`src/rtl/gate_bit_packer.sv`:
```
// gate_bit_packer: collects a valid-qualified single-bit stream LSB-first into
// WIDTH-bit words and queues finished words (with their bit count) in a small
// FIFO for a valid/ready consumer. A partial word can be flushed early. A word
// that arrives while the queue is full and not draining is dropped, and the
// sticky overflow flag records the loss.

module gate_bit_packer #(
   parameter int WIDTH      = 8,
   parameter int FIFO_DEPTH = 2
) (
   input  logic                       clk,
   input  logic                       rst,
   input  logic                       input_valid,
   input  logic                       in_bit,
   input  logic                       flush,
   output logic                       out_valid,
   input  logic                       out_ready,
   output logic [WIDTH-1:0]           out_word,
   output logic [$clog2(WIDTH+1)-1:0] out_count,
   output logic                       overflow
);

   localparam int IW = (WIDTH > 1) ? $clog2(WIDTH) : 1;
   localparam int CW = $clog2(WIDTH + 1);
   localparam int PW = (FIFO_DEPTH > 1) ? $clog2(FIFO_DEPTH) : 1;
   localparam int OW = $clog2(FIFO_DEPTH + 1);

   localparam logic [IW-1:0]    IDX_ZERO  = {IW{1'b0}};
   localparam logic [IW-1:0]    IDX_ONE   = IW'(1);
   localparam logic [IW-1:0]    IDX_LAST  = IW'(WIDTH - 1);
   localparam logic [CW-1:0]    CNT_ZERO  = {CW{1'b0}};
   localparam logic [CW-1:0]    CNT_FULL  = CW'(WIDTH);
   localparam logic [PW-1:0]    PTR_ZERO  = {PW{1'b0}};
   localparam logic [PW-1:0]    PTR_ONE   = PW'(1);
   localparam logic [OW-1:0]    OCC_ZERO  = {OW{1'b0}};
   localparam logic [OW-1:0]    OCC_ONE   = OW'(1);
   localparam logic [OW-1:0]    OCC_FULL  = OW'(FIFO_DEPTH);
   localparam logic [WIDTH-1:0] WORD_ZERO = {WIDTH{1'b0}};

   // Accumulator state
   logic [WIDTH-1:0] acc_r;
   logic [IW-1:0]    idx_r;

   // Queue state
   logic [WIDTH-1:0] mem_word_r  [FIFO_DEPTH];
   logic [CW-1:0]    mem_count_r [FIFO_DEPTH];
   logic [PW-1:0]    rd_r;
   logic [PW-1:0]    wr_r;
   logic [OW-1:0]    occ_r;

   // Registered outputs
   logic             out_valid_r;
   logic [WIDTH-1:0] out_word_r;
   logic [CW-1:0]    out_count_r;
   logic             overflow_r;

   // Combinational next-state helpers
   logic [WIDTH-1:0] acc_with_bit_s;
   logic [CW-1:0]    fill_count_s;
   logic             complete_s;
   logic             push_req_s;
   logic [CW-1:0]    push_count_s;
   logic             pop_s;
   logic             full_s;
   logic             push_ok_s;
   logic             drop_s;
   logic [OW-1:0]    occ_next_s;
   logic [PW-1:0]    rd_next_s;
   logic [WIDTH-1:0] head_word_s;
   logic [CW-1:0]    head_count_s;

   // Fold the incoming bit into the accumulator image and work out whether a
   // word leaves this cycle (completion or flush of a non-empty partial word).
   always_comb begin
      acc_with_bit_s = acc_r;
      if (input_valid) begin
         acc_with_bit_s[idx_r] = in_bit;
      end else begin
         acc_with_bit_s = acc_r;
      end
      fill_count_s = CW'(idx_r) + CW'(input_valid);
      complete_s   = input_valid && (idx_r == IDX_LAST);
      push_req_s   = complete_s || (flush && (fill_count_s != CNT_ZERO));
      if (complete_s) begin
         push_count_s = CNT_FULL;
      end else begin
         push_count_s = fill_count_s;
      end
   end

   // Queue handshake: a full queue still takes a word when the head pops in
   // the same cycle; otherwise the new word is dropped.
   always_comb begin
      pop_s     = (occ_r != OCC_ZERO) && out_ready;
      full_s    = (occ_r == OCC_FULL);
      push_ok_s = push_req_s && (!full_s || pop_s);
      drop_s    = push_req_s && full_s && !pop_s;
      if (pop_s) begin
         rd_next_s = rd_r + PTR_ONE;
      end else begin
         rd_next_s = rd_r;
      end
   end

   // Next occupancy from the push/pop pair.
   always_comb begin
      occ_next_s = occ_r;
      case ({push_ok_s, pop_s})
         2'b10:   occ_next_s = occ_r + OCC_ONE;
         2'b01:   occ_next_s = occ_r - OCC_ONE;
         default: occ_next_s = occ_r;
      endcase
   end

   // Next head entry; the word being written this cycle becomes head when it
   // lands in the slot the read pointer moves to.
   always_comb begin
      head_word_s  = WORD_ZERO;
      head_count_s = CNT_ZERO;
      if (occ_next_s == OCC_ZERO) begin
         head_word_s  = WORD_ZERO;
         head_count_s = CNT_ZERO;
      end else if (push_ok_s && (wr_r == rd_next_s)) begin
         head_word_s  = acc_with_bit_s;
         head_count_s = push_count_s;
      end else begin
         head_word_s  = mem_word_r[rd_next_s];
         head_count_s = mem_count_r[rd_next_s];
      end
   end

   // Accumulator: collect bits, clear after every emitted or dropped word.
   always_ff @(posedge clk) begin
      if (rst) begin
         acc_r <= WORD_ZERO;
         idx_r <= IDX_ZERO;
      end else if (push_req_s) begin
         acc_r <= WORD_ZERO;
         idx_r <= IDX_ZERO;
      end else if (input_valid) begin
         acc_r <= acc_with_bit_s;
         idx_r <= idx_r + IDX_ONE;
      end else begin
         acc_r <= acc_r;
         idx_r <= idx_r;
      end
   end

   // Queue storage: write the accepted word at the write pointer.
   always_ff @(posedge clk) begin
      if (rst) begin
         for (int i = 0; i < FIFO_DEPTH; i++) begin
            mem_word_r[i]  <= WORD_ZERO;
            mem_count_r[i] <= CNT_ZERO;
         end
      end else if (push_ok_s) begin
         mem_word_r[wr_r]  <= acc_with_bit_s;
         mem_count_r[wr_r] <= push_count_s;
      end else begin
         mem_word_r  <= mem_word_r;
         mem_count_r <= mem_count_r;
      end
   end

   // Queue pointers and occupancy.
   always_ff @(posedge clk) begin
      if (rst) begin
         rd_r  <= PTR_ZERO;
         wr_r  <= PTR_ZERO;
         occ_r <= OCC_ZERO;
      end else begin
         rd_r  <= rd_next_s;
         occ_r <= occ_next_s;
         if (push_ok_s) begin
            wr_r <= wr_r + PTR_ONE;
         end else begin
            wr_r <= wr_r;
         end
      end
   end

   // Registered head view and the sticky drop flag.
   always_ff @(posedge clk) begin
      if (rst) begin
         out_valid_r <= 1'b0;
         out_word_r  <= WORD_ZERO;
         out_count_r <= CNT_ZERO;
         overflow_r  <= 1'b0;
      end else begin
         out_valid_r <= (occ_next_s != OCC_ZERO);
         out_word_r  <= head_word_s;
         out_count_r <= head_count_s;
         overflow_r  <= overflow_r | drop_s;
      end
   end

   assign out_valid = out_valid_r;
   assign out_word  = out_word_r;
   assign out_count = out_count_r;
   assign overflow  = overflow_r;

`ifdef ASSERT_ON
   gate_bit_packer_chk #(
      .WIDTH      (WIDTH),
      .FIFO_DEPTH (FIFO_DEPTH)
   ) u_chk (
      .clk       (clk),
      .rst       (rst),
      .occ       (occ_r),
      .out_valid (out_valid_r),
      .out_word  (out_word_r),
      .out_count (out_count_r)
   );
`endif

endmodule

`ifdef ASSERT_ON
// Invariant checker for gate_bit_packer.
module gate_bit_packer_chk #(
   parameter int WIDTH      = 8,
   parameter int FIFO_DEPTH = 2
) (
   input logic                       clk,
   input logic                       rst,
   input logic [$clog2(FIFO_DEPTH+1)-1:0] occ,
   input logic                       out_valid,
   input logic [WIDTH-1:0]           out_word,
   input logic [$clog2(WIDTH+1)-1:0] out_count
);

   localparam int CW = $clog2(WIDTH + 1);

   function automatic logic [WIDTH-1:0] unused_mask(input logic [CW-1:0] cnt);
      logic [WIDTH-1:0] m;
      m = {WIDTH{1'b0}};
      for (int i = 0; i < WIDTH; i++) begin
         m[i] = (i >= int'(cnt));
      end
      return m;
   endfunction

   a_occ_bound : assert property (@(posedge clk) disable iff (rst)
      int'(occ) <= FIFO_DEPTH);
   a_count_nonzero : assert property (@(posedge clk) disable iff (rst)
      out_valid |-> (out_count != {CW{1'b0}}));
   a_unused_bits_zero : assert property (@(posedge clk) disable iff (rst)
      out_valid |-> ((out_word & unused_mask(out_count)) == {WIDTH{1'b0}}));

endmodule
`endif

```
`config.mk`:
```
export PLATFORM = sky130hd
export DESIGN_NAME = gate_bit_packer
export DESIGN_NICKNAME = d
export VERILOG_FILES = /design/src/rtl/gate_bit_packer.sv
export SDC_FILE = /design/constraint.sdc
export NUM_CORES = 1
export LEC_CHECK = 0
export CAP_MARGIN = 40
export CELL_PAD_IN_SITES_DETAIL_PLACEMENT = 0
export CELL_PAD_IN_SITES_GLOBAL_PLACEMENT = 1
export CORE_MARGIN = 3
export CORE_UTILIZATION = 49
export CTS_BUF_LIST = sky130_fd_sc_hd__clkbuf_16
export DETAILED_ROUTE_END_ITERATION = 16
export DONT_BUFFER_PORTS = 1
export PLACE_DENSITY = 0.87
export RECOVER_POWER = 25
export SYNTH_ARGS = -nofsm -noshare
export SYNTH_HDL_FRONTEND = slang
export SYNTH_SLANG_ARGS = --single-unit
```
`constraint.sdc`:
```
create_clock -name clk -period 3.7 [get_ports clk]
set_input_delay 0.37 -clock clk [delete_from_list [all_inputs] [get_ports clk]]
set_output_delay 0.37 -clock clk [all_outputs]
set_load 0.005 [all_outputs]
```
==> impl.org, run 1 <==
** Die
- In this run the horizontal extent of the chip is 78.0 um.
- Measured along the y axis, the die boundary spans 78.0 um.
- Total Die Area :: 6080 um^2
- Row count :: 25
- The initial utilization of the core area, before any placement, comes to 0.523.
- I/O pin count :: 20
- Core region area :: 4850 um^2

** Logic synthesis
- Most common flop cell mapped by yosys :: sky130_fd_sc_hd__dfxtp_1
- In the synthesized netlist, the number of instances is 251.
- Area share of the largest cell type after synthesis :: 0.418
- Synth Net Count :: 262
- In the synthesized netlist the async set-or-reset flop fraction comes to 0.
- Of the total synthesized cell area, the portion taken by AND, OR, NAND and NOR gates is 0.201.
- Mean cell area of the mapped netlist :: 10.1 um^2
- Count of synthesis-stage warnings from yosys :: 0
- The compound-gate portion of the synthesized area is 0.128.
- After synthesis, the largest family of logic cells by area is simple AND/OR/NAND/NOR gates.
- Measured against the total synthesized area, the mux share comes to 0.149.
- Post-Synth Adder-Cell Area :: 0.0247
- Post-synthesis cell type with the largest combined area :: sky130_fd_sc_hd__dfxtp_1
- Area contributors post-synth :: sky130_fd_sc_hd__dfxtp_1 42%, sky130_fd_sc_hd__mux2i_1 12%, sky130_fd_sc_hd__a211oi_1 5.9%
- In this run, distinct cell masters in the synthesized netlist total 42.
- In this run, synthesis inferred 0 flip-flops with an integrated enable.
- Of the total synthesized cell area, the portion taken by XOR and XNOR cells is 0.0237.
- Synthesis inferred 53 register bits.
- The share of the Yosys chip area taken by registers is 0.418.
- Summing every instance area after synthesis gives 2540 um^2.

** Finish
- Number of standard cells in the final layout excluding fillers :: 313
- The area growth from synthesis to layout is 7.10%.
- Number of nets in the final layout :: 256
- Fraction of layout instances using a drive strength above 1 :: 0.154
- Number of antenna cells inserted :: 0
- Final design instance area without fill :: 2720 um^2

** Setup path
- Buffers and inverters on the worst path :: 1
- Delay of the slowest cell on the worst path :: 650 ps
- Most prevalent standard cell on the critical path :: sky130_fd_sc_hd__ha_1
- The slowest stage of the critical path is the sky130_fd_sc_hd__or4_4 cell.
- In this design, the largest share of critical-path delay is due to simple AND/OR/NAND/NOR gates.
- Startpoint class of the critical path :: flip-flop
- The signal on the critical path passes through ha_1, ha_1, a32o_2, or4_4, nand2b_1, ha_1, nor2b_1, a21oi_1, o21ai_0, buf_4, a211oi_1.
- Setup CP Type :: flip-flop to flip-flop
- Along the worst path, the maximum fanout reaches 26.
- Arrival time worst endpoint :: 3230 ps
- Data required time at the worst endpoint :: 3850 ps
- The worst setup path is captured at a flip-flop.

** Clocking
- After clock tree synthesis, the flow added hold-fix buffers numbering 0.
- CTS Root Cell :: sky130_fd_sc_hd__clkbuf_16
- Number of CTS-inserted buffers :: 5
- In this run, post-CTS repair resized a total of 0 instances.
- In this run the post-CTS setup repair buffer count came out at 0.
- After clock tree synthesis, the clock-pin slew on the worst setup and hold paths is 60 ps.
- At the later pin of the worst-skew pair, clock insertion delay measures 290 ps.
- Clock H-tree levels :: 2
- Clock tree synthesis found a total of 53 sinks.
- CTS tree :: yes
- No sink is reached through more buffers than the 2 on the longest clock path.

** Global route
- Remaining global-route overflow :: 0
- Maximum number of pins on one net before global-route repair :: 36
- Antenna violations before repair :: 0
- Wire length of the first global-routing pass :: 8910 um
- Total routing resource utilization after global routing :: 0.186
- Number of global-route vias before repair :: 1750

** Route
- After detailed routing, the met2 layer carries 2290 um of wire.
- Drt wl/cell :: 17.0 um
- Highest metal used :: met4
- After the first detailed-routing iteration, the DRC count stood at 102.
- Using the TritonRoute via totals, the vias-per-cell ratio works out to 5.84.
- After detailed routing, the total wire length is 5320 um.
- Detailed-routing iteration count for the pre-antenna-repair pass :: 4
- Total via count after detailed routing :: 1828
- Once detail routing completed, the nets flagged for antenna violations numbered 0.
- # DRC :: 0
- The routed design uses 242 um of met3 wire.
- For this block, wires on met1 add up to 2720 um.

** Place
- Cell total after placement :: 305
- Detail Placement HPWL :: 3670 um
- Summing all placed instances gives a cell area of 2560 um^2.
- In this run the tool buffered the top-level ports with 0 buffer cells.
- At the placement stage, the worst setup path has a slack of 665 ps.
- The congestion estimate from routability-driven global placement came to 0.793.

** Timing
- Transition time at the pin with the least slew margin :: 938 ps
- Worst slew slack as a fraction of its limit :: 0.370
- Derived from the worst setup path, the maximum achievable clock frequency is 0.325 GHz.
- Number of endpoints failing setup at the final stage :: 0
- Final number of max-transition violations :: 0
- Setup repair after global routing left no endpoint under its margin.
- The smallest clock period supported by the final layout is computed as 3080 ps.
- For the final database, setup skew stands at 3.84 ps.
- Setup WS post-layout :: 620 ps
- Hold Slack :: 147 ps
- Final number of hold-violating endpoints :: 0
- Tcrit/Tclk final :: 0.833
- Final sum of negative setup slack :: 0 ps

** Flow run
- Max-cap violations in this run came to 0.

** Worst hold path
- The min-delay analysis places its worst path in the category input pin to flip-flop.

** Pwr
- Peak VDD IR :: 0.209 mV
- Static Leak :: 0.00107 uW
- Power spread over the standard cell area amounts to 592 nW/um^2.

** Outcome
- Result of the run :: finished clean
==> area by class of cell <==
| cell class | count | area, um^2 |
|---|---|---|
| inverters | 5 | 18.8 |
| flip-flops and latches | 53 | 1060 |
| repair buffers | 7 | 56.3 |
| clock buffers | 5 | 125 |
| well taps | 67 | 83.8 |
| multi-input cells | 173 | 1340 |
| fillers | 456 | 2130 |
| clock inverters | 3 | 37.5 |
==> worst register-to-register path, delay by kind of cell, from the launching register on <==
family / cells / cell delay, ps
AND/OR/NAND/NOR: 3 / 990
AO/OA/AOI/OAI: 4 / 590
adder cells (fa/ha/maj): 3 / 720
flip-flops: 1 / 410
buffers and inverters: 1 / 220
==> synth_stat cells (2+ instances only) <==
cell and n:
sky130_fd_sc_hd__nor2_1 12, sky130_fd_sc_hd__o21ai_0 3, sky130_fd_sc_hd__clkbuf_1 9, sky130_fd_sc_hd__nor4b_1 2, sky130_fd_sc_hd__nand4b_1 3, sky130_fd_sc_hd__and3_2 4
sky130_fd_sc_hd__dfxtp_1 53, sky130_fd_sc_hd__or3_1 2, sky130_fd_sc_hd__nand2b_1 9, sky130_fd_sc_hd__ha_1 5, sky130_fd_sc_hd__a211oi_1 20, sky130_fd_sc_hd__inv_1 5
sky130_fd_sc_hd__a21oi_1 20, sky130_fd_sc_hd__a2111oi_0 3, sky130_fd_sc_hd__nand3b_1 4, sky130_fd_sc_hd__nor2b_1 2, sky130_fd_sc_hd__buf_6 3, sky130_fd_sc_hd__xnor2_1 5
sky130_fd_sc_hd__buf_2 5, sky130_fd_sc_hd__buf_4 2, sky130_fd_sc_hd__mux2i_1 30, sky130_fd_sc_hd__nor3_1 9, sky130_fd_sc_hd__mux2_2 7, sky130_fd_sc_hd__nor4_1 10
sky130_fd_sc_hd__nand2_1 2, sky130_fd_sc_hd__and3_4 3, sky130_fd_sc_hd__and4bb_2 2, sky130_fd_sc_hd__nor3_2 3
==> metrics by stage <==
stage,power [uW],util
floorplan,1020,-
global placement,1090,0.526
detailed placement,1110,0.529
CTS,1610,0.562
global route,1690,0.561
finish,1610,0.561
==> flip-flops by register name, summed over array words and instances (netlist names) <==
register and flops:
wr_r 1, mem_count_r 8, mem_word_r 16, out_count 4, out_valid 1, out_word 8, idx_r 3, rd_r 1
acc_r 8, overflow 1, occ_r 2
==> layout by cell type (no fill, tap or decap), types with 3 or more instances in the layout <==
cell                         n
sky130_fd_sc_hd__nor4_1     10
sky130_fd_sc_hd__ha_1        5
sky130_fd_sc_hd__nor3_1      9
sky130_fd_sc_hd__a21oi_1    20
sky130_fd_sc_hd__xnor2_1     5
sky130_fd_sc_hd__nand2b_1    9
sky130_fd_sc_hd__o21ai_0     3
sky130_fd_sc_hd__nand4b_1    3
sky130_fd_sc_hd__clkbuf_16   5
sky130_fd_sc_hd__a211oi_1   20
sky130_fd_sc_hd__nor3_2      3
sky130_fd_sc_hd__and3_2      4
sky130_fd_sc_hd__nand3b_1    4
sky130_fd_sc_hd__mux2i_1    30
sky130_fd_sc_hd__buf_4       6
sky130_fd_sc_hd__nor2_1     12
sky130_fd_sc_hd__and3_4      3
sky130_fd_sc_hd__a2111oi_0   3
sky130_fd_sc_hd__mux2_2      7
sky130_fd_sc_hd__inv_1       6
sky130_fd_sc_hd__dfxtp_1    53
==> metal layers <==
metal | global-route usage | vias to the layer above
met5 | 0 | -
met4 | 0.0577 | 0
met3 | 0.0429 | 6
met2 | 0.265 | 25
met1 | 0.277 | 884
li1 | - | 913
==> path summary, 6_finish.rpt <==
check,from,end,slack (ps),depth (start not counted)
worst max register to register,idx_r[0],out_word[2],620,11
worst min register to register,mem_count_r[7],mem_count_r[7],450,2
worst min-delay path,rst,wr_r,150,1
worst max-delay path,idx_r[0],out_word[2],620,11
==> power by group <==
group | switching (uW) | internal, uW
clock network | 199 | 314
registers | 46.5 | 634
logic | 237 | 176
total | 483 | 1130
==> kinds of logic after synthesis <==
group                    Yosys count
multiplexers                      37
AND/OR/NAND/NOR                   75
XOR/XNOR                           6
flip-flops                        53
buffers and inverters             25
adder cells (fa/ha/maj)            5
AO/OA/AOI/OAI                     50
Note: power is estimated with default switching activity, not from simulation.
==> inputs of run 2 (changes only) <==
--- a/config.mk
+++ b/config.mk
@@ -9,11 +9,11 @@
 export CELL_PAD_IN_SITES_DETAIL_PLACEMENT = 0
 export CELL_PAD_IN_SITES_GLOBAL_PLACEMENT = 1
 export CORE_MARGIN = 3
-export CORE_UTILIZATION = 49
+export CORE_UTILIZATION = 44
 export CTS_BUF_LIST = sky130_fd_sc_hd__clkbuf_16
 export DETAILED_ROUTE_END_ITERATION = 16
 export DONT_BUFFER_PORTS = 1
-export PLACE_DENSITY = 0.87
+export PLACE_DENSITY = 0.83
 export RECOVER_POWER = 25
 export SYNTH_ARGS = -nofsm -noshare
 export SYNTH_HDL_FRONTEND = slang
==> constraint.sdc (replaced) <==
create_clock -name clk -period 2.8 [get_ports clk]
set_input_delay 0.28 -clock clk [delete_from_list [all_inputs] [get_ports clk]]
set_output_delay 0.28 -clock clk [all_outputs]
set_load 0.005 [all_outputs]
==> run 2 against run 1 <==
  * Flip-flop and latch count unchanged
  * Die area increased by 10%
  * Largest cell class unchanged
  * First-iteration DRC count decreased by 16%
  * Clock skew increased by 3.0 ps
  * Largest power group unchanged
  * Register-to-register slack got worse by 490 ps
  * Fmax increased by 15%
  * Wire length increased by 0.85%
  * Total power increased by 35%
  * Clock-buffer cell count unchanged
  * Cell count increased by 4.5%
  * Critical path depth unchanged
==> impl.org, run 2 (same netlist as run 1, synthesis figures left out) <==
** Flow run
- Max Cap Viol :: 0 (unchanged)

** Setup path
- Setup crit end kind :: flip-flop (unchanged)
- The arrival time of data at the critical path endpoint was 2880 ps (was 3230 ps).
- The cell with the biggest individual delay on the critical path was sky130_fd_sc_hd__or4_4 (unchanged).
- Worst R2R Path Depth :: 11 (unchanged)
- Setup CP Type :: flip-flop to flip-flop (unchanged)
- The largest driver fanout on the critical path is 13 (was 26).
- Delay of the slowest cell on the worst path :: 500 ps (was 650 ps)
- Cell-by-cell trace of the critical path: ha_1, ha_1, a32o_2, or4_4, nand2b_1, ha_1, nor2b_1, a21oi_1, o21ai_2, buf_6, a211oi_1 (was ha_1, ha_1, a32o_2, or4_4, nand2b_1, ha_1, nor2b_1, a21oi_1, o21ai_0, buf_4, a211oi_1).
- Data required time at the worst endpoint :: 3010 ps (was 3850 ps)
- The startpoint kind of the worst setup timing path was a flip-flop (unchanged).
- The cell type with the highest occurrence count on the critical path was sky130_fd_sc_hd__ha_1 (unchanged).
- Register-to-register setup slack :: 130 ps (was 620 ps)
- End of the worst register-to-register path :: out_word[2] (unchanged)
- The source of the worst register-to-register timing path is idx_r[0] (unchanged).

** Global route
- Antenna violations before repair :: 0 (unchanged)
- Total routing resource utilization after global routing :: 0.168 (was 0.186)
- Wire length of the first global-routing pass :: 8650 um (was 8910 um)
- Remaining global-route overflow :: 0 (unchanged)
- Maximum number of pins on one net before global-route repair :: 36 (unchanged)
- Number of global-route vias before repair :: 1693 (was 1750)

** Finish
- Fraction of layout instances using a drive strength above 1 :: 0.224 (was 0.154)
- The most common library cell in the layout ignoring fill and taps is sky130_fd_sc_hd__dfxtp_1 (unchanged).
- Number of nets in the final layout :: 266 (was 256)
- Number of antenna cells inserted :: 0 (unchanged)
- Number of flip-flops under the largest register name :: 16 (unchanged)
- Number of fill cells :: 513 (was 456)
- Highest-count cells in the layout ignoring fill and taps :: 53 x sky130_fd_sc_hd__dfxtp_1, 30 x sky130_fd_sc_hd__mux2i_1, 20 x sky130_fd_sc_hd__a21oi_1, 15 x sky130_fd_sc_hd__a211oi_1, 15 x sky130_fd_sc_hd__buf_4 (was 53 x sky130_fd_sc_hd__dfxtp_1, 30 x sky130_fd_sc_hd__mux2i_1, 20 x sky130_fd_sc_hd__a21oi_1, 20 x sky130_fd_sc_hd__a211oi_1, 12 x sky130_fd_sc_hd__nor2_1)
- Growth of design area from synthesis to finish :: 11.6% (was 7.10%)
- The register containing the most flip-flops in the final layout is mem_word_r (unchanged).

** Worst hold path
- The sink of the worst hold path is occ_r[1] (was wr_r).
- The worst hold path depth is 1 (unchanged).
- The class of the tightest hold or removal check is input pin to flip-flop (unchanged).
- Hold path start :: rst (unchanged)

** Route
- Remaining antenna violation count after routing :: 0 (unchanged)
- Total wirelength of the detailed-routed design :: 5370 um (was 5320 um)
- # DRC :: 0 (unchanged)
- Avg Vias per Cell :: 5.59 (was 5.84)
- DRC marker count from the first detailed-route iteration :: 86 (was 102)
- The via count was 1829 (was 1828).
- Detailed-routing iteration count for the pre-antenna-repair pass :: 4 (unchanged)
- The average wire length per cell after detail routing is 16.4 um (was 17.0 um).

** Place
- The number of buffers inserted by port buffering came to 0 (unchanged).
- RePlAce Congestion :: 0.826 (was 0.793)
- The post-placement worst setup slack came to 120 ps (was 665 ps).
- The half-perimeter wire length after detailed placement came to 3710 um (was 3670 um).

** Timing
- Setup WS post-layout :: 130 ps (was 620 ps)
- Tcrit/Tclk final :: 0.954 (was 0.833)
- The final setup skew came to 6.86 ps (was 3.84 ps).
- The final hold violation count was 0 (unchanged).
- Hold Slack :: 52.3 ps (was 147 ps)
- The slew at the pin closest to its max-slew limit came to 784 ps (was 938 ps).
- The final-layout setup total negative slack is 0 ps (unchanged).
- Minimum clock period after layout :: 2670 ps (was 3080 ps)
- F_max :: 0.374 GHz (was 0.325 GHz)
- Unrepaired setup endpoints after global routing :: yes (was no)
- The final-report max-slew violation count is 0 (unchanged).
- The number of failing setup endpoints in the final timing report was 0 (unchanged).
- The headroom to the max-slew limit was 0.477 (was 0.370).

** Pwr
- The power density over the cells was 764 nW/um^2 (was 592 nW/um^2).
- Static Leak :: 0.00113 uW (was 0.00107 uW)
- Peak VDD IR :: 0.323 mV (was 0.209 mV)

** Clocking
- The cell at the root of the clock tree is sky130_fd_sc_hd__clkbuf_16 (unchanged).
- Maximum root-to-sink buffer count :: 2 (unchanged)
- The insertion delay to the later sink of the worst-skew pair was 290 ps (about the same).
- The CTS sink count is 53 (unchanged).
- Clock-pin transition on the worst setup and hold timing paths :: 70 ps (was 60 ps)
- Clock H-tree levels :: 2 (unchanged)
- The count of hold-fix buffers inserted at cts came to 0 (unchanged).
- CTS tree :: yes (unchanged)
- The number of buffers created by CTS is 5 (unchanged).

** Die
- The area of the core region came to 5540 um^2 (was 4850 um^2).
- The chip width came to 81.9 um (was 78.0 um).
- Row count :: 27 (was 25)
- Starting utilization of the core area :: 0.458 (was 0.523)
- The total I/O pin count is 20 (unchanged).
- The die span in y is 81.9 um (was 78.0 um).
- Total Die Area :: 6710 um^2 (was 6080 um^2)

** Outcome
- Result of the run :: finished clean (unchanged)
run 2: what timing repair did:
action / in CTS / in global routing
resized for setup: 0 / 6
endpoints found under the setup margin: 0 / 12
setup buffers: 0 / 1
run 2: how the worst max path moves through the flow:
| stage | from | end | slack, ps | cells after the start |
|---|---|---|---|---|
| final | idx_r[0] | out_word[2] | 130 | 11 |
| after global routing | idx_r[0] | out_word[2] | -2 | 11 |
| after CTS | idx_r[0] | out_count[2] | 80 | 11 |
| after detailed placement | idx_r[0] | out_count[0] | 120 | 11 |
| after global placement | idx_r[0] | out_word[6] | 210 | 11 |
| after floorplan | idx_r[0] | out_count[3] | 20 | 13 |
run 2: report_power, final:
part           switching [uW]  internal (uW)
sequential               57.5            838
combinational             333            256
clock                     264            415
total                     655           1510
run 2: stage by stage:
step | total power (uW) | cell area [um^2] | instances | utilization
finish | 2160 | 2830 | 327 | 0.511
detailed placement | 1480 | 2640 | 319 | 0.476
global route | 2260 | 2830 | 327 | 0.511
floorplan | 1360 | 2550 | 251 | -
global placement | 1470 | 2630 | 318 | 0.475
CTS | 2150 | 2800 | 326 | 0.505
run 2: layer usage:
| metal | GRT usage | wire length [um] |
|---|---|---|
| met3 | 0.0439 | 174 |
| met5 | 0 | 0 |
| met4 | 0.0449 | 59 |
| met1 | 0.243 | 2780 |
| met2 | 0.247 | 2350 |
run 2: worst max-delay path: cells and delay by family (launching register included):
family	cells	cell delay (ps)
and+or+nand+nor	3	760
DFF	1	340
buffers and inverters	1	160
adders and majority gates	3	680
AOI/OAI and AO/OA	4	660
run 2: cell type report:
type | count | area, um^2 | area share
inverter | 5 | 18.8 | 0.00663
clock buffer | 5 | 125 | 0.0442
tap | 72 | 90.1 | 0.0318
clock inverter | 2 | 35.0 | 0.0124
timing repair buffer | 17 | 129 | 0.0455
multi-input combinational | 173 | 1370 | 0.485
sequential | 53 | 1060 | 0.375
==> inputs of run 3 (changes only) <==
--- a/config.mk
+++ b/config.mk
@@ -5,7 +5,7 @@
 export SDC_FILE = /design/constraint.sdc
 export NUM_CORES = 1
 export LEC_CHECK = 0
-export CAP_MARGIN = 40
+export CAP_MARGIN = 0
 export CELL_PAD_IN_SITES_DETAIL_PLACEMENT = 0
 export CELL_PAD_IN_SITES_GLOBAL_PLACEMENT = 1
 export CORE_MARGIN = 3
==> run 3 against run 2 <==
  * Design area down 0.66%
  * Core utilization fell by 0.34 points
  * Die area unchanged
  * Clock power decreased by 14%
  * Critical endpoint is now out_count[3]
  * Fmax increased by 0.19%
  * Sequential power about the same
==> impl.org, run 3 (same netlist as run 1, synthesis figures left out) <==
** Pwr
- Peak VDD IR :: 0.318 mV (was 0.323 mV)
- The power spent charging and discharging nets was 647 uW (was 655 uW).
- Power density over cell area :: 735 nW/um^2 (was 764 nW/um^2)
- Sequential fraction of design power :: 0.433 (was 0.414)
- The switching share of power is 0.313 (was 0.303).
- The static leakage is 0.00113 uW (about the same).
- The share of total power in the clock network was 0.281 (was 0.314).
- Relative contribution of combinational cells to total power :: 0.286 (was 0.272)
- The cell-internal power came to 1420 uW (was 1510 uW).

** Finish
- The diode insertion count for antenna repair was 0 (unchanged).
- Register ranked first by flip-flop count :: mem_word_r (unchanged)
- Fraction of layout instances using a drive strength above 1 :: 0.224 (unchanged)
- Post-Route Utilization :: 0.508 (was 0.511)
- Most common cell after layout, fill and taps aside :: sky130_fd_sc_hd__dfxtp_1 (unchanged)
- Highest-count cells in the layout ignoring fill and taps :: 53 x sky130_fd_sc_hd__dfxtp_1, 30 x sky130_fd_sc_hd__mux2i_1, 20 x sky130_fd_sc_hd__a21oi_1, 15 x sky130_fd_sc_hd__a211oi_1, 15 x sky130_fd_sc_hd__buf_4 (unchanged)
- The number of flip-flops under the largest register name was 16 (unchanged).
- The final net count was 265 (was 266).
- Growth of design area from synthesis to finish :: 10.9% (was 11.6%)

** Timing
- Transition time at the pin with the least slew margin :: 954 ps (was 784 ps)
- The number of failing setup endpoints in the final timing report was 0 (unchanged).
- The worst setup slack after layout was 135 ps (was 130 ps).
- The tightest hold margin is 60.7 ps (was 52.3 ps).
- The maximum clock frequency is 0.375 GHz (was 0.374 GHz).
- The final setup skew was 8.12 ps (was 6.86 ps).
- The final-layout setup total negative slack came to 0 ps (unchanged).
- The final-report max-slew violation count came to 0 (unchanged).
- Unrepaired setup endpoints after global routing :: yes (unchanged)
- Worst slew slack as a fraction of its limit :: 0.359 (was 0.477)
- Minimum clock period after layout :: 2670 ps (about the same)
- The final clock period utilization by the worst path is 0.952 (was 0.954).
- The final hold violation count came to 0 (unchanged).

** Global route
- The largest net degree at the start of global routing came to 36 (unchanged).
- The number of global-route vias before repair is 1711 (was 1693).
- The number of antenna violations at the first check in global routing came to 0 (unchanged).
- Total routing resource utilization after global routing :: 0.165 (was 0.168)
- Remaining global-route overflow :: 0 (unchanged)
- Wire length of the first global-routing pass :: 8500 um (was 8650 um)

** Route
- The routed wire length came to 5210 um (was 5370 um).
- Drt wl/cell :: 15.9 um (was 16.4 um)
- The via count was 1831 (was 1829).
- DRC marker count from the first detailed-route iteration :: 93 (was 86)
- # DRC :: 0 (unchanged)
- Detailed-routing iteration count for the pre-antenna-repair pass :: 4 (unchanged)
- The detail-routed via count per cell is 5.60 (was 5.59).
- Remaining antenna violation count after routing :: 0 (unchanged)

** Die
- The initial core utilization was 0.458 (unchanged).
- The number of cell rows is 27 (unchanged).
- Die span in x :: 81.9 um (unchanged)
- Die boundary height :: 81.9 um (unchanged)
- The area of the core region came to 5540 um^2 (unchanged).
- I/O pin count :: 20 (unchanged)
- The area of the die came to 6710 um^2 (unchanged).

** Clocking
- CTS tree :: yes (unchanged)
- Clock H-tree levels :: 2 (unchanged)
- Number of CTS-inserted buffers :: 5 (unchanged)
- The CTS sink count was 53 (unchanged).
- Maximum root-to-sink buffer count :: 2 (unchanged)
- The count of hold-fix buffers inserted at cts came to 0 (unchanged).
- Latest clock arrival within the worst-skew pair :: 290 ps (about the same)
- CTS Root Cell :: sky130_fd_sc_hd__clkbuf_16 (unchanged)
- The clock-pin slew of the registers on the worst-case setup and hold paths is 60 ps (was 70 ps).

** Setup path
- Arrival time worst endpoint :: 2860 ps (was 2880 ps)
- The largest driver fanout on the critical path came to 13 (unchanged).
- The kind of critical path is flip-flop to flip-flop (unchanged).
- Startpoint class of the critical path :: flip-flop (unchanged)
- The required time of the worst setup path came to 3000 ps (was 3010 ps).
- Setup crit end kind :: flip-flop (unchanged)

** Worst hold path
- Hold/Removal Path Class :: input pin to flip-flop (unchanged)

** Flow run
- The count of max-cap constraint violations was 0 (unchanged).

** Place
- The number of buffers inserted by port buffering is 0 (unchanged).
- RePlAce Congestion :: 0.826 (unchanged)
- The post-placement worst setup slack is 109 ps (was 120 ps).
- The half-perimeter wire length after detailed placement is 3670 um (was 3710 um).

** Outcome
- Result of the run: finished clean (unchanged).
run 3: power by group through the flow:
stage	combinational, uW	clock, uW	sequential [uW]
2_1_floorplan	464	0	896
3_3_place_gp	554	0	912
3_5_place_dp	564	0	913
4_1_cts	567	597	896
5_1_grt	644	630	904
6_report	592	581	895
run 3: repair_timing:
item	4_1_cts	5_1_grt
endpoints found under the hold margin	0	0
setup buffers	0	1
setup endpoints to repair	0	12
gates resized for setup	0	7
run 3: path summary, 6_finish.rpt:
path,from,endpoint,slack [ps],cells after the start
hold reg to reg,mem_count_r[7],mem_count_r[7],450,2
hold / removal,rst,occ_r[1],60,1
setup / recovery,idx_r[0],out_count[3],130,11
setup reg to reg,idx_r[0],out_count[3],130,11
run 3: layout make-up:
| type | instances | area [um^2] |
|---|---|---|
| Timing Repair Buffer | 16 | 124 |
| Inverter | 5 | 18.8 |
| Multi-Input combinational cell | 173 | 1380 |
| Clock inverter | 3 | 13.8 |
| Fill cell | 515 | 2730 |
| Tap cell | 72 | 90.1 |
| Sequential cell | 53 | 1060 |
| Clock buffer | 5 | 125 |
run 3: critical path: stages (launching register included):
cell and delay (ps):
sky130_fd_sc_hd__dfxtp_1 330, sky130_fd_sc_hd__ha_1 200, sky130_fd_sc_hd__ha_1 210, sky130_fd_sc_hd__a32o_2 280, sky130_fd_sc_hd__or4_4 520, sky130_fd_sc_hd__nand2b_4 90
sky130_fd_sc_hd__ha_1 260, sky130_fd_sc_hd__nor2b_1 160, sky130_fd_sc_hd__a21oi_1 150, sky130_fd_sc_hd__o21ai_2 70, sky130_fd_sc_hd__buf_6 160, sky130_fd_sc_hd__a211oi_1 170
run 3: routing by layer:
metal	share of wire	up-vias	track usage
met1	0.51	864	0.238
met3	0.030	6	0.0340
met5	0	-	0
li1	-	936	-
met4	0.012	0	0.0498
met2	0.45	25	0.246
run 3: per-stage QoR:
stage	cell area (um^2)	total power, uW	cells
after floorplan	2550	1360	251
after global placement	2630	1470	318
after detailed placement	2630	1480	318
after CTS	2770	2060	326
after global routing	2810	2180	327
final	2810	2070	327
